File: config.mk
export PLATFORM = sky130hd
export DESIGN_NAME = program_sequencer
export DESIGN_NICKNAME = d
export VERILOG_FILES = /design/src/rtl/global_variables.sv /design/src/rtl/return_address_stack.sv /design/src/rtl/program_sequencer.sv
export SDC_FILE = /design/constraint.sdc
export NUM_CORES = 1
export LEC_CHECK = 0
export BUFFER_PORTS_ARGS = -buffer_cell sky130_fd_sc_hd__clkbuf_2
export CAP_MARGIN = 20
export CORE_AREA = 2 2 153 155
export CTS_BUF_LIST = sky130_fd_sc_hd__clkbuf_8
export CTS_CLUSTER_DIAMETER = 50
export DETAILED_ROUTE_END_ITERATION = 12
export DIE_AREA = 0 0 155 157
export GPL_TIMING_DRIVEN = 0
export PLACE_DENSITY = 0.83
export SETUP_SLACK_MARGIN = 0.2
export SYNTH_ARGS = -nofsm -noshare
export SYNTH_HDL_FRONTEND = slang
export SYNTH_SLANG_ARGS = --single-unit
File: constraint.sdc
create_clock -name clock -period 3.6 [get_ports clock]
set_clock_uncertainty 0.15 [all_clocks]
set_input_delay 0.54 -clock clock [delete_from_list [all_inputs] [get_ports clock]]
set_output_delay 0.54 -clock clock [all_outputs]
set_load 0.03 [all_outputs]
File: src/rtl/global_variables.sv
// Shared constants for the fetch front end: address width, instruction size
// and the default sizing of the program sequencer.
package global_variables;

    localparam int XLEN        = 32;
    localparam int INSTR_BYTES = 4;
    localparam int FETCH_WIDTH = 2;
    localparam int RAS_DEPTH   = 8;

endpackage

File: src/rtl/return_address_stack.sv
// Circular return-address stack. When full, a push overwrites the oldest
// entry and the count saturates. A push and a pop in the same cycle on a
// non-empty stack replace the top entry in place.
module return_address_stack #(
    parameter int XLEN  = global_variables::XLEN,
    parameter int DEPTH = global_variables::RAS_DEPTH,
    localparam int PTR_W = $clog2(DEPTH),
    localparam int CNT_W = $clog2(DEPTH + 1)
) (
    input  logic             clock,
    input  logic             reset,
    input  logic             push,
    input  logic             pop,
    input  logic [XLEN-1:0]  push_address,
    output logic [XLEN-1:0]  top,
    output logic             empty,
    output logic [CNT_W-1:0] count
);

    logic [XLEN-1:0]  mem_r [DEPTH];
    logic [PTR_W-1:0] ptr_r;
    logic [CNT_W-1:0] count_r;
    logic             empty_r;
    logic [PTR_W-1:0] ptr_next_s;
    logic [CNT_W-1:0] count_next_s;
    logic [PTR_W-1:0] wr_idx_s;
    logic             wr_en_s;
    logic             has_entry_s;

    assign has_entry_s = (count_r != {CNT_W{1'b0}});
    assign top         = mem_r[ptr_r];
    assign empty       = empty_r;
    assign count       = count_r;

    // Work out pointer, count and entry write for this cycle's push/pop mix.
    always_comb begin
        ptr_next_s   = ptr_r;
        count_next_s = count_r;
        wr_idx_s     = ptr_r;
        wr_en_s      = 1'b0;
        if (push && pop && has_entry_s) begin
            wr_en_s  = 1'b1;
            wr_idx_s = ptr_r;
        end else if (pop && has_entry_s) begin
            ptr_next_s   = ptr_r - PTR_W'(1);
            count_next_s = count_r - CNT_W'(1);
        end else if (push) begin
            ptr_next_s = ptr_r + PTR_W'(1);
            wr_idx_s   = ptr_r + PTR_W'(1);
            wr_en_s    = 1'b1;
            if (count_r == CNT_W'(DEPTH)) begin
                count_next_s = count_r;
            end else begin
                count_next_s = count_r + CNT_W'(1);
            end
        end else begin
            ptr_next_s   = ptr_r;
            count_next_s = count_r;
        end
    end

    // Pointer, occupancy and empty flag registers.
    always_ff @(posedge clock) begin
        if (reset) begin
            ptr_r   <= {PTR_W{1'b0}};
            count_r <= {CNT_W{1'b0}};
            empty_r <= 1'b1;
        end else begin
            ptr_r   <= ptr_next_s;
            count_r <= count_next_s;
            empty_r <= (count_next_s == {CNT_W{1'b0}});
        end
    end

    // Entry storage; contents are left as-is across reset.
    always_ff @(posedge clock) begin
        if (wr_en_s && !reset) begin
            mem_r[wr_idx_s] <= push_address;
        end
    end

endmodule

File: src/rtl/program_sequencer.sv
// Fetch address sequencer: reset vector, redirects, return-address-stack
// pops and linear advance of up to FETCH_WIDTH instructions per cycle.
module program_sequencer #(
    parameter int              XLEN         = global_variables::XLEN,
    parameter int              FETCH_WIDTH  = global_variables::FETCH_WIDTH,
    parameter int              RAS_DEPTH    = global_variables::RAS_DEPTH,
    parameter logic [XLEN-1:0] RESET_VECTOR = '0,
    localparam int ADV_W = $clog2(FETCH_WIDTH) + 1,
    localparam int CNT_W = $clog2(RAS_DEPTH + 1)
) (
    input  logic             clock,
    input  logic             reset,
    input  logic             redirect,
    input  logic [XLEN-1:0]  redirect_address,
    input  logic [ADV_W-1:0] advance,
    input  logic             ras_push,
    input  logic [XLEN-1:0]  ras_push_address,
    input  logic             ras_pop,
    output logic [XLEN-1:0]  address,
    output logic             address_valid,
    output logic             misaligned,
    output logic             ras_underflow,
    output logic             ras_empty
);

    logic [XLEN-1:0]  address_r;
    logic             address_valid_r;
    logic             misaligned_r;
    logic             ras_underflow_r;
    logic [XLEN-1:0]  next_address_s;
    logic [ADV_W-1:0] adv_clamped_s;
    logic [XLEN-1:0]  ras_top_s;
    logic [CNT_W-1:0] ras_count_s;
    logic             ras_has_entry_s;
    logic             ras_empty_s;

    assign ras_has_entry_s = (ras_count_s != {CNT_W{1'b0}});

    return_address_stack #(
        .XLEN  (XLEN),
        .DEPTH (RAS_DEPTH)
    ) u_ras (
        .clock        (clock),
        .reset        (reset),
        .push         (ras_push),
        .pop          (ras_pop),
        .push_address (ras_push_address),
        .top          (ras_top_s),
        .empty        (ras_empty_s),
        .count        (ras_count_s)
    );

    // Choose the next fetch address: redirect, then stack pop, then advance.
    always_comb begin
        next_address_s = address_r;
        if (advance > ADV_W'(FETCH_WIDTH)) begin
            adv_clamped_s = ADV_W'(FETCH_WIDTH);
        end else begin
            adv_clamped_s = advance;
        end
        if (redirect) begin
            next_address_s = {redirect_address[XLEN-1:2], 2'b00};
        end else if (ras_pop && ras_has_entry_s) begin
            next_address_s = ras_top_s;
        end else begin
            next_address_s = address_r
                + (XLEN'(adv_clamped_s) * XLEN'(global_variables::INSTR_BYTES));
        end
    end

    // Address register and one-cycle status pulses.
    always_ff @(posedge clock) begin
        if (reset) begin
            address_r       <= RESET_VECTOR;
            address_valid_r <= 1'b0;
            misaligned_r    <= 1'b0;
            ras_underflow_r <= 1'b0;
        end else begin
            address_r       <= next_address_s;
            address_valid_r <= 1'b1;
            misaligned_r    <= redirect && (redirect_address[1:0] != 2'b00);
            ras_underflow_r <= ras_pop && !ras_has_entry_s;
        end
    end

    assign address       = address_r;
    assign address_valid = address_valid_r;
    assign misaligned    = misaligned_r;
    assign ras_underflow = ras_underflow_r;
    assign ras_empty     = ras_empty_s;

endmodule
== Yosys cells after proc, flatten, opt, wreduce, memory -nomap -nowiden ==
Memory sizes are Yosys's and may differ from the RTL's. A register that Yosys moved wholly into a read port is not among the register bits.
Cells that the tools add are included.
W data, S select, Z words.
Word-level totals
  flip-flop bits (word level): 43
  memories: 1
  output and inout port bits: 36
  RAM bits: 256
Cells by class
  add/subtract/negate cells: 5
  $lt $le $gt $ge: 1
  equal/unequal tests: 1
  reductions and logical operators: 12
  muxes and demuxes: 19
Memory list
  u_ras.mem_r: depth 8, bits a word 32, read ports 1, clocked after memory_dff 1, write ports 1, RTL line return_address_stack.sv:20  | logic [XLEN-1:0] mem_r [DEPTH];
Operators with widths (number)
  $mux W32: 2
  $add A32 B4 Y32: 1
  $mux W3: 6
  $mux W4: 4
  $logic_and A1 B1 Y1: 6
  $mux W1: 6
  $add A4 B1 Y4 const B: 1
  $eq A4 B4 Y1 const B: 1
  $logic_not A4 Y1: 1
  $reduce_bool A4 Y1: 1
  $sub A4 B1 Y4 const B: 1
  $add A3 B1 Y3 const B: 1
  $sub A3 B1 Y3 const B: 1
  $gt A2 B2 Y1 const B: 1
  $logic_not A1 Y1: 2
  $mux W2: 1
  $reduce_bool A2 Y1: 1
  $reduce_or A2 Y1: 1

== Logic depth before layout (Yosys ltp) ==
Gate-level depths: netlist of run 1.
  word-level depth: 7
  mapped depth: 10

== Modules after synthesis ==
From an unflattened synthesis of run 1, not the netlist that was laid out.
Unflattened totals
  cells, all modules: 715
  area total of the unflattened synthesis: 12589.6 um2
By module, submodules not included
  return_address_stack: area each 10507.6 um2, cells an instance 462, times used 1, sequential area each 7907.6 um2
  program_sequencer: area each 2082.0 um2, cells an instance 253, times used 1, sequential area each 700.7 um2

== Worst setup path after synthesis of run 1 ==
No wires, ideal clock.
  path kind: flip-flop to flip-flop
  start: register u_ras.count_r[0], in the netlist u_ras.count[0]
  end: memory u_ras.mem_r[0][0] (enable)
  buffers on the path: 3
  arrival time: 3.099 ns
  clock period less this slack: 3.670 ns
  setup slack: -0.070 ns
  cell stages (with the launch flop): 11
  cells stage by stage: dfxtp_1 > inv_1 > ha_1 > or3b_1 > buf_2 > and2_4 > buf_6 > buf_6 > nor3_1 > o21ai_0 > nor2_1
On the way
  longest elaborated chain between the ends: 7
Ends and longest elaborated chain
  start: declaration: RTL line return_address_stack.sv:22  | logic [CNT_W-1:0] count_r;
  start signal: assignment: RTL line return_address_stack.sv:66  | count_r <= {CNT_W{1'b0}};
  start signal: assignment: RTL line return_address_stack.sv:70  | count_r <= count_next_s;
  $reduce_bool A4 Y1 *: RTL line return_address_stack.sv:30  | assign has_entry_s = (count_r != {CNT_W{1'b0}});
  $logic_and A1 B1 Y1: RTL line return_address_stack.sv:44  | end else if (pop && has_entry_s) begin
  $mux W1: RTL line return_address_stack.sv:44
  $mux W1: RTL line return_address_stack.sv:41  | if (push && pop && has_entry_s) begin
  $logic_and A1 B1 Y1: RTL line return_address_stack.sv:77  | if (wr_en_s && !reset) begin
  $mux W1: RTL line return_address_stack.sv:77
  $mux W1 (implied by the code): RTL line return_address_stack.sv:78  | mem_r[wr_idx_s] <= push_address;
  end: declaration: RTL line return_address_stack.sv:20
Mark *: on every way between the ends. The rest lies on a longest branch, timed or not.

== Worst setup path in the final report of run 1 ==
  start: register u_ras.count_r[0], in the netlist u_ras.count[0]
  end: memory u_ras.mem_r[6][4] (enable)
The elaborated chain is that of the path after synthesis.

==> results by group, run 1 <==
Critical path
  • Startpoint class of the critical path: flop
  • Worst path arrival time: 3320 ps
  • R2R Path Start: u_ras.count[0]
  • FF-to-FF path depth: 9
  • Worst R2R End: u_ras.mem_r[6][4]
  • Worst Path Required: between 3000 and 4000 ps
  • Type of the worst setup path: flop to flop
  • Crit-path max FO: 19
  • CP Capture Type: flop
  • Reg2Reg Setup Slack: 370 ps

Hold path
  • Worst hold endpoint: misaligned
  • HP Class: primary input to flop
  • Hold_sp: redirect_address[0]
  • Hold Path Depth: 2

Route
  • Routed wire length: 28,100 um
  • Drt pass-1 iters: 7
  • DR WL/cell: 23.2 um
  • Detail Route Antenna Nets: 0
  • Residual DRC: 0
  • First-iteration detailed-routing DRC count: 972
  • Vias/cell: 6.08
  • Vias: 7,392

Pwr
  • Combinational power share: 0.293
  • VDD IR max: between 0.0002 and 0.0003 V
  • Total power: 9.86 mW
  • Pleak: 4.95 nW
  • Pint: a little under 7 mW
  • PD cells: 684 mW/mm^2
  • Net Sw Frac: 0.314
  • Sequential power share: 0.444
  • Power share of the clock group: 0.263
  • Net Switching: 3.09 mW

Layout
  • Share of layout cells above drive strength 1: 0.310
  • Nets: 974
  • Multi-input logic area: around 0.0035 sq mm
  • Final cell count without fillers: 1,215
  • Area Growth Syn to Fin: 17.2%
  • Fin util: 0.640
  • # fillers: 1,480
  • Sequential Area: 0.00861 sq mm

STA
  • Max transition margin: 0.463
  • Max Clock Freq: 309 MHz
  • Worst hold margin: ~62 ps
  • Slew Limit Fails: 0
  • Finish-stage setup viols: 0
  • Pin slew with the least headroom to its limit: 806 ps
  • Final period utilization: 0.898
  • RSZ-0062 raised after global routing: no
  • Min cycle time layout: 3230 ps
  • Final worst setup slack: about 370 ps
  • Hold Violations, Final: 0

Synthesis
  • Syn avg cell area: 17.0 sq um
  • Post-synth top area share: 0.625
  • Synthesized cell area: 0.0123 sq mm
  • Net Count, Synth: 803
  • Syn Inst Count: roughly 730
  • Post-synth top flop: edfxtp_1
  • Top cells by area, synth: edfxtp_1 63%, mux4_2 9.9%, dfxtp_1 7.5%, mux2i_1 2.5%, mux2_2 1.3%
  • Netlist cell types: 63
  • Area leader, netlist: edfxtp_1
  • Yosys warns: 0
  • Top cells by count, synth: 256 x edfxtp_1, 54 x mux4_2, 46 x dfxtp_1, 33 x nand2_1, 33 x nor2_1
  • Seq/Total Area, Yosys: 0.700
  • Ys async rst share: 0
  • #FFs+latches synth: 302
  • Number of flops mapped to enable cells by yosys: 256
  • Most frequent cell after synthesis: edfxtp_1

Place
  • Placed insts: 1,122
  • Port Buffers: 104
  • DP HPWL: 18,800 um
  • GP Congestion: 0.898
  • Post-Place Worst Slack: 65.3 ps

Clock network
  • Num CTS Buffers: between 40 and 50
  • Clock sink count: 302
  • H-tree levels: 2
  • CTS Buffer Depth: 3
  • Worst-path clk slew: 60 ps
  • Later-pin clock latency in the skew report: 550 ps
  • CTS tree: built
  • Clock Tree Root: clkbuf_8

Die
  • Starting density of the core: 0.546
  • Core box area: about 0.023 sq mm
  • Io pins: 107
  • Die Width: 155 um
  • # rows: 55
  • Die area: between 0.02 and 0.025 sq mm
  • Die height: 157 um

GRT
  • Antenna violations before repair: 1
  • Pin count of the biggest net entering global routing: 29
  • First-pass GRT wire length: 42,400 um
  • Vias in the first global route: 7,476
  • Total track usage: 0.234
  • GRT Residual Overflow: 0

Outcome
  • Status: finished, final reports clean

Run
  • Max Cap Violations: 0
cells by family after synthesis:
logic type                 count (synthesis)  share of synthesized area
DFF                                      302                      0.700
and+or+nand+nor                          141                     0.0598
muxes                                    100                      0.139
AOI/OAI and AO/OA                         93                     0.0518
buffers and inverters                     52                     0.0202
xor gates and xnor gates                  30                     0.0214
adders and majority gates                  7                    0.00774
worst max-delay path by stage:
stage | from | to | slack [ps] | cells after the start
global placement | u_ras.count[1] | u_ras.mem_r[4][10] | -1610 | 10
detailed placement | u_ras.count[1] | u_ras.mem_r[1][10] | 70 | 9
finish | u_ras.count[0] | u_ras.mem_r[6][4] | 370 | 9
global route | u_ras.count[0] | u_ras.mem_r[6][22] | 180 | 9
floorplan | u_ras.count[0] | u_ras.mem_r[0][0] | -70 | 10
CTS | u_ras.count[1] | u_ras.mem_r[0][24] | 230 | 11
power by group through the flow:
stage               Sequential [mW]  Clock, mW  Combinational [mW]
global route                   4.41       2.78                3.08
global placement               4.44          0                2.65
finish                         4.38       2.60                2.89
CTS                            4.37       2.65                2.85
floorplan                      4.54          0                1.78
detailed placement             4.44          0                2.80
layer usage:
layer | share of wire | vias to the layer above | track usage
met5 | 0 | - | 0
met4 | 0.021 | 0 | 0.0860
met1 | 0.40 | 3674 | 0.307
met3 | 0.10 | 52 | 0.0611
met2 | 0.48 | 426 | 0.381
li1 | - | 3240 | -
state kept, by name (all words and copies together), names as in the netlist, named ones only:
name	flops
u_ras.mem_r	256
ras_underflow	1
u_ras.ptr_r	3
misaligned	1
u_ras.count	4
address_valid	1
u_ras.empty	1
address	30
metrics by stage:
step | TNS [ps] | instance area (sq um)
4_1_cts | 0 | 14300
2_1_floorplan | -8070 | 12300
3_5_place_dp | 0 | 13400
3_3_place_gp | -259270 | 13200
6_report | 0 | 14400
5_1_grt | 0 | 14400
critical path: stages, from the launching register on:
cell and delay [ps]:
dfxtp_1 340, inv_1 100, ha_1 230, or3b_1 350, buf_2 170, a21oi_1 290
xnor2_2 210, inv_1 300, and2_2 530, buf_12 250
repair_timing:
| action | CTS | global route |
|---|---|---|
| resized for setup | 1 | 0 |
| hold buffers | 0 | 0 |
| setup buffers | 4 | 8 |
| gates cloned | 0 | 0 |
| pin swaps | 2 | 4 |
| endpoints found under the setup margin | 53 | 65 |
cell usage in the layout, fill, tap and decap left out, types with 4 or more instances in the layout:
| master | instances |
|---|---|
| nand4_1 | 10 |
| clkinv_2 | 6 |
| nor2_4 | 6 |
| xor2_1 | 17 |
| inv_1 | 30 |
| dfxtp_1 | 46 |
| mux2i_1 | 31 |
| ha_1 | 6 |
| o22ai_1 | 5 |
| clkbuf_8 | 51 |
| and4_1 | 4 |
| o21ai_0 | 22 |
| nor2_1 | 27 |
| nor4_1 | 4 |
| a22oi_1 | 4 |
| nor3_1 | 10 |
| xnor2_1 | 12 |
| a221o_1 | 4 |
| nand2_1 | 33 |
| o221ai_1 | 7 |
| mux2_2 | 14 |
| buf_1 | 5 |
| mux4_2 | 54 |
| clkbuf_1 | 10 |
| a31oi_1 | 4 |
| buf_12 | 10 |
| nand3_1 | 22 |
| o211ai_1 | 5 |
| edfxtp_1 | 256 |
| a21oi_1 | 19 |
| clkinv_1 | 8 |
| clkbuf_2 | 104 |
| and3_1 | 4 |
| buf_2 | 12 |
| buf_4 | 13 |
| a21boi_0 | 4 |
final cells by class:
type                       instances  area share
antenna                            1    0.000174
buffer                            35      0.0128
clock buffer                      51      0.0487
clock inverter                    29      0.0102
inverter                          17     0.00443
multi-input combinational        371       0.242
sequential                       302       0.597
tap                              285      0.0247
timing repair buffer             124      0.0594
(Power assumes the default switching activity.)
==> run 2: changes to the inputs <==
--- a/config.mk
+++ b/config.mk
@@ -13,7 +13,7 @@
 export DETAILED_ROUTE_END_ITERATION = 12
 export DIE_AREA = 0 0 155 157
 export GPL_TIMING_DRIVEN = 0
-export PLACE_DENSITY = 0.83
+export PLACE_DENSITY = 0.81
 export SETUP_SLACK_MARGIN = 0.2
 export SYNTH_ARGS = -nofsm -noshare
 export SYNTH_HDL_FRONTEND = slang
==> constraint.sdc (replaced) <==
create_clock -name clock -period 3.1 [get_ports clock]
set_clock_uncertainty 0.15 [all_clocks]
set_input_delay 0.465 -clock clock [delete_from_list [all_inputs] [get_ports clock]]
set_output_delay 0.465 -clock clock [all_outputs]
set_load 0.03 [all_outputs]
==> run 2 against run 1 <==
  * Wire length up 5.4%
  * Sequential share of layout area is 1.6 points lower
  * Combinational power grew 22%
  * Cell area up 2.7%
  * Critical path depth up 3
  * Clock power rose by 13%
  * Maximum frequency rose by 16%
  * Largest cell class unchanged
  * Largest power group unchanged
  * Sequential power up 16%
  * Via count rose by 1.4%
==> results by group, run 2 (same netlist as run 1, synthesis figures left out) <==
STA
  • Slew Limit Fails: 0
  • Worst hold margin: 19.2 ps
  • Pin slew with the least headroom to its limit: 784 ps
  • Max Clock Freq: between 300 and 400 MHz
  • Hold Violations, Final: 0
  • Max transition margin: 0.478
  • Min cycle time layout: 2780 ps
  • Final period utilization: 0.898
  • Finish-stage setup viols: 0
  • RSZ-0062 raised after global routing: no

Critical path
  • CP Capture Type: flop
  • Highest cell delay on the worst timing path: 350 ps
  • Type of the worst setup path: flop to flop
  • Crit-path leading delay family: buffers and inverters
  • Worst path depth: 12
  • Worst path arrival time: 2900 ps
  • CP Cell Sequence: inv_2, ha_4, or3b_1, buf_2, and2_4, buf_6, buf_6, nor3_2, o21ai_2, buf_4, nor2_4, buf_4
  • FF-to-FF path depth: 12
  • Startpoint class of the critical path: flop
  • Worst Path Required: 3220 ps
  • CP max stage cell: dfxtp_1
  • Crit-path max FO: 10
  • Buf/Inv on CP: 6

Pwr
  • PD cells: 780 mW/mm^2
  • VDD IR max: between 0.0003 and 0.0004 V
  • Pleak: 5.10 nW

Layout
  • Max FFs per register: approximately 260
  • Ant. Diodes: 0
  • Share of layout cells above drive strength 1: 0.322
  • Nets: 1,005
  • Area Growth Syn to Fin: 20.4%
  • Final non-filler cell area: 0.0148 sq mm
  • Biggest register: u_ras.mem_r
  • Most common cell after layout, fill and taps aside: edfxtp_1
  • Most frequent cells in the layout: 256 x edfxtp_1, 104 x clkbuf_2, 54 x mux4_2, 47 x clkbuf_8, 45 x dfxtp_1

Clock network
  • CTS Buffer Depth: 3
  • Clock sink count: slightly above 300
  • Later-pin clock latency in the skew report: 560 ps
  • Clock Tree Root: clkbuf_8
  • Num CTS Buffers: 46
  • Worst-path clk slew: 60 ps
  • H-tree levels: 2
  • CTS tree: built

GRT
  • Pin count of the biggest net entering global routing: 26
  • GRT Residual Overflow: 0
  • Vias in the first global route: between 7,000 and 8,000
  • Antenna violations before repair: 1
  • First-pass GRT wire length: 43,900 um
  • Total track usage: 0.244

Route
  • Routed wire length: 29,700 um
  • Drt pass-1 iters: 5
  • Detail Route Antenna Nets: 0
  • First-iteration detailed-routing DRC count: 785
  • Residual DRC: 0
  • Vias: 7,499
  • DR WL/cell: 23.9 um
  • Vias/cell: 6.03

Hold path
  • HP Class: primary input to flop
  • Hold Path Depth: 3

Die
  • Starting density of the core: 0.546
  • Core box area: 0.0225 sq mm
  • Die area: between 0.02 and 0.025 sq mm
  • Io pins: 107
  • # rows: 55
  • Die height: 157 um
  • Die Width: 155 um

Place
  • GP Congestion: 0.878
  • DP Area: 0.0134 sq mm
  • Port Buffers: 104
  • DP HPWL: between 15,000 and 20,000 um

Outcome
  • Status: finished, final reports clean

Run
  • Max Cap Violations: 0
==> run 2: area by class of cell <==
cell class / instances / area [sq um]
Sequential cell: 302 / 8610
Fill cell: 1453 / 7700
Multi-Input combinational cell: 374 / 3580
Timing Repair Buffer: 151 / 1180
Clock buffer: 47 / 647
Tap cell: 285 / 357
Buffer: 35 / 190
Clock inverter: 32 / 165
Inverter: 17 / 67.6
==> run 2: worst reg2reg max path, stage by stage (launching register included) <==
cell     delay [ps]
dfxtp_1         350
inv_2           100
ha_4            150
or3b_1          330
buf_2           170
and2_4          170
buf_6           140
buf_6           150
nor3_2          150
o21ai_2         150
buf_4           200
nor2_4          100
buf_4           170
==> run 2: path summary, 6_finish.rpt <==
kind	start	endpoint	slack (ps)
worst max-delay path	u_ras.count[0]	u_ras.mem_r[4][7]	320
worst min-delay path	redirect_address[23]	address[23]	20
worst max register to register	u_ras.count[0]	u_ras.mem_r[4][7]	320
worst min register to register	flop	flop	370
==> run 2: metal layers <==
layer / routed length (um) / share of wire / GRT usage
met5: 16 / 0.00054 / 0
met4: 751 / 0.025 / 0.0780
met3: 2810 / 0.095 / 0.0628
met2: 14400 / 0.49 / 0.400
met1: 11600 / 0.39 / 0.323
==> run 2: where the power goes <==
group | switching (mW) | internal (mW)
clock | 1.45 | 1.49
sequential | 0.232 | 4.86
combinational | 2.01 | 1.50
total | 3.70 | 7.85
==> run 2: timing repair <==
action	4_1_cts	5_1_grt
gates cloned	3	1
pin swaps	12	5
hold buffers	15	0
endpoints found under the setup margin	256	256
resized for setup	18	8
hold endpoints to repair	14	0
setup buffers	22	3
==> run 2: per-stage QoR <==
step           utilization  worst slack [ps]  TNS, ps  instances  total power [mW]
6_report             0.658               316        0       1243              11.5
5_1_grt              0.658               183        0       1243              12.0
4_1_cts              0.653               204        0       1239              11.4
3_5_place_dp         0.593              -391   -53470       1120              8.37
3_3_place_gp         0.586             -1120  -191610       1114              8.25
2_1_floorplan            -             -83.3   -10910        725              7.34
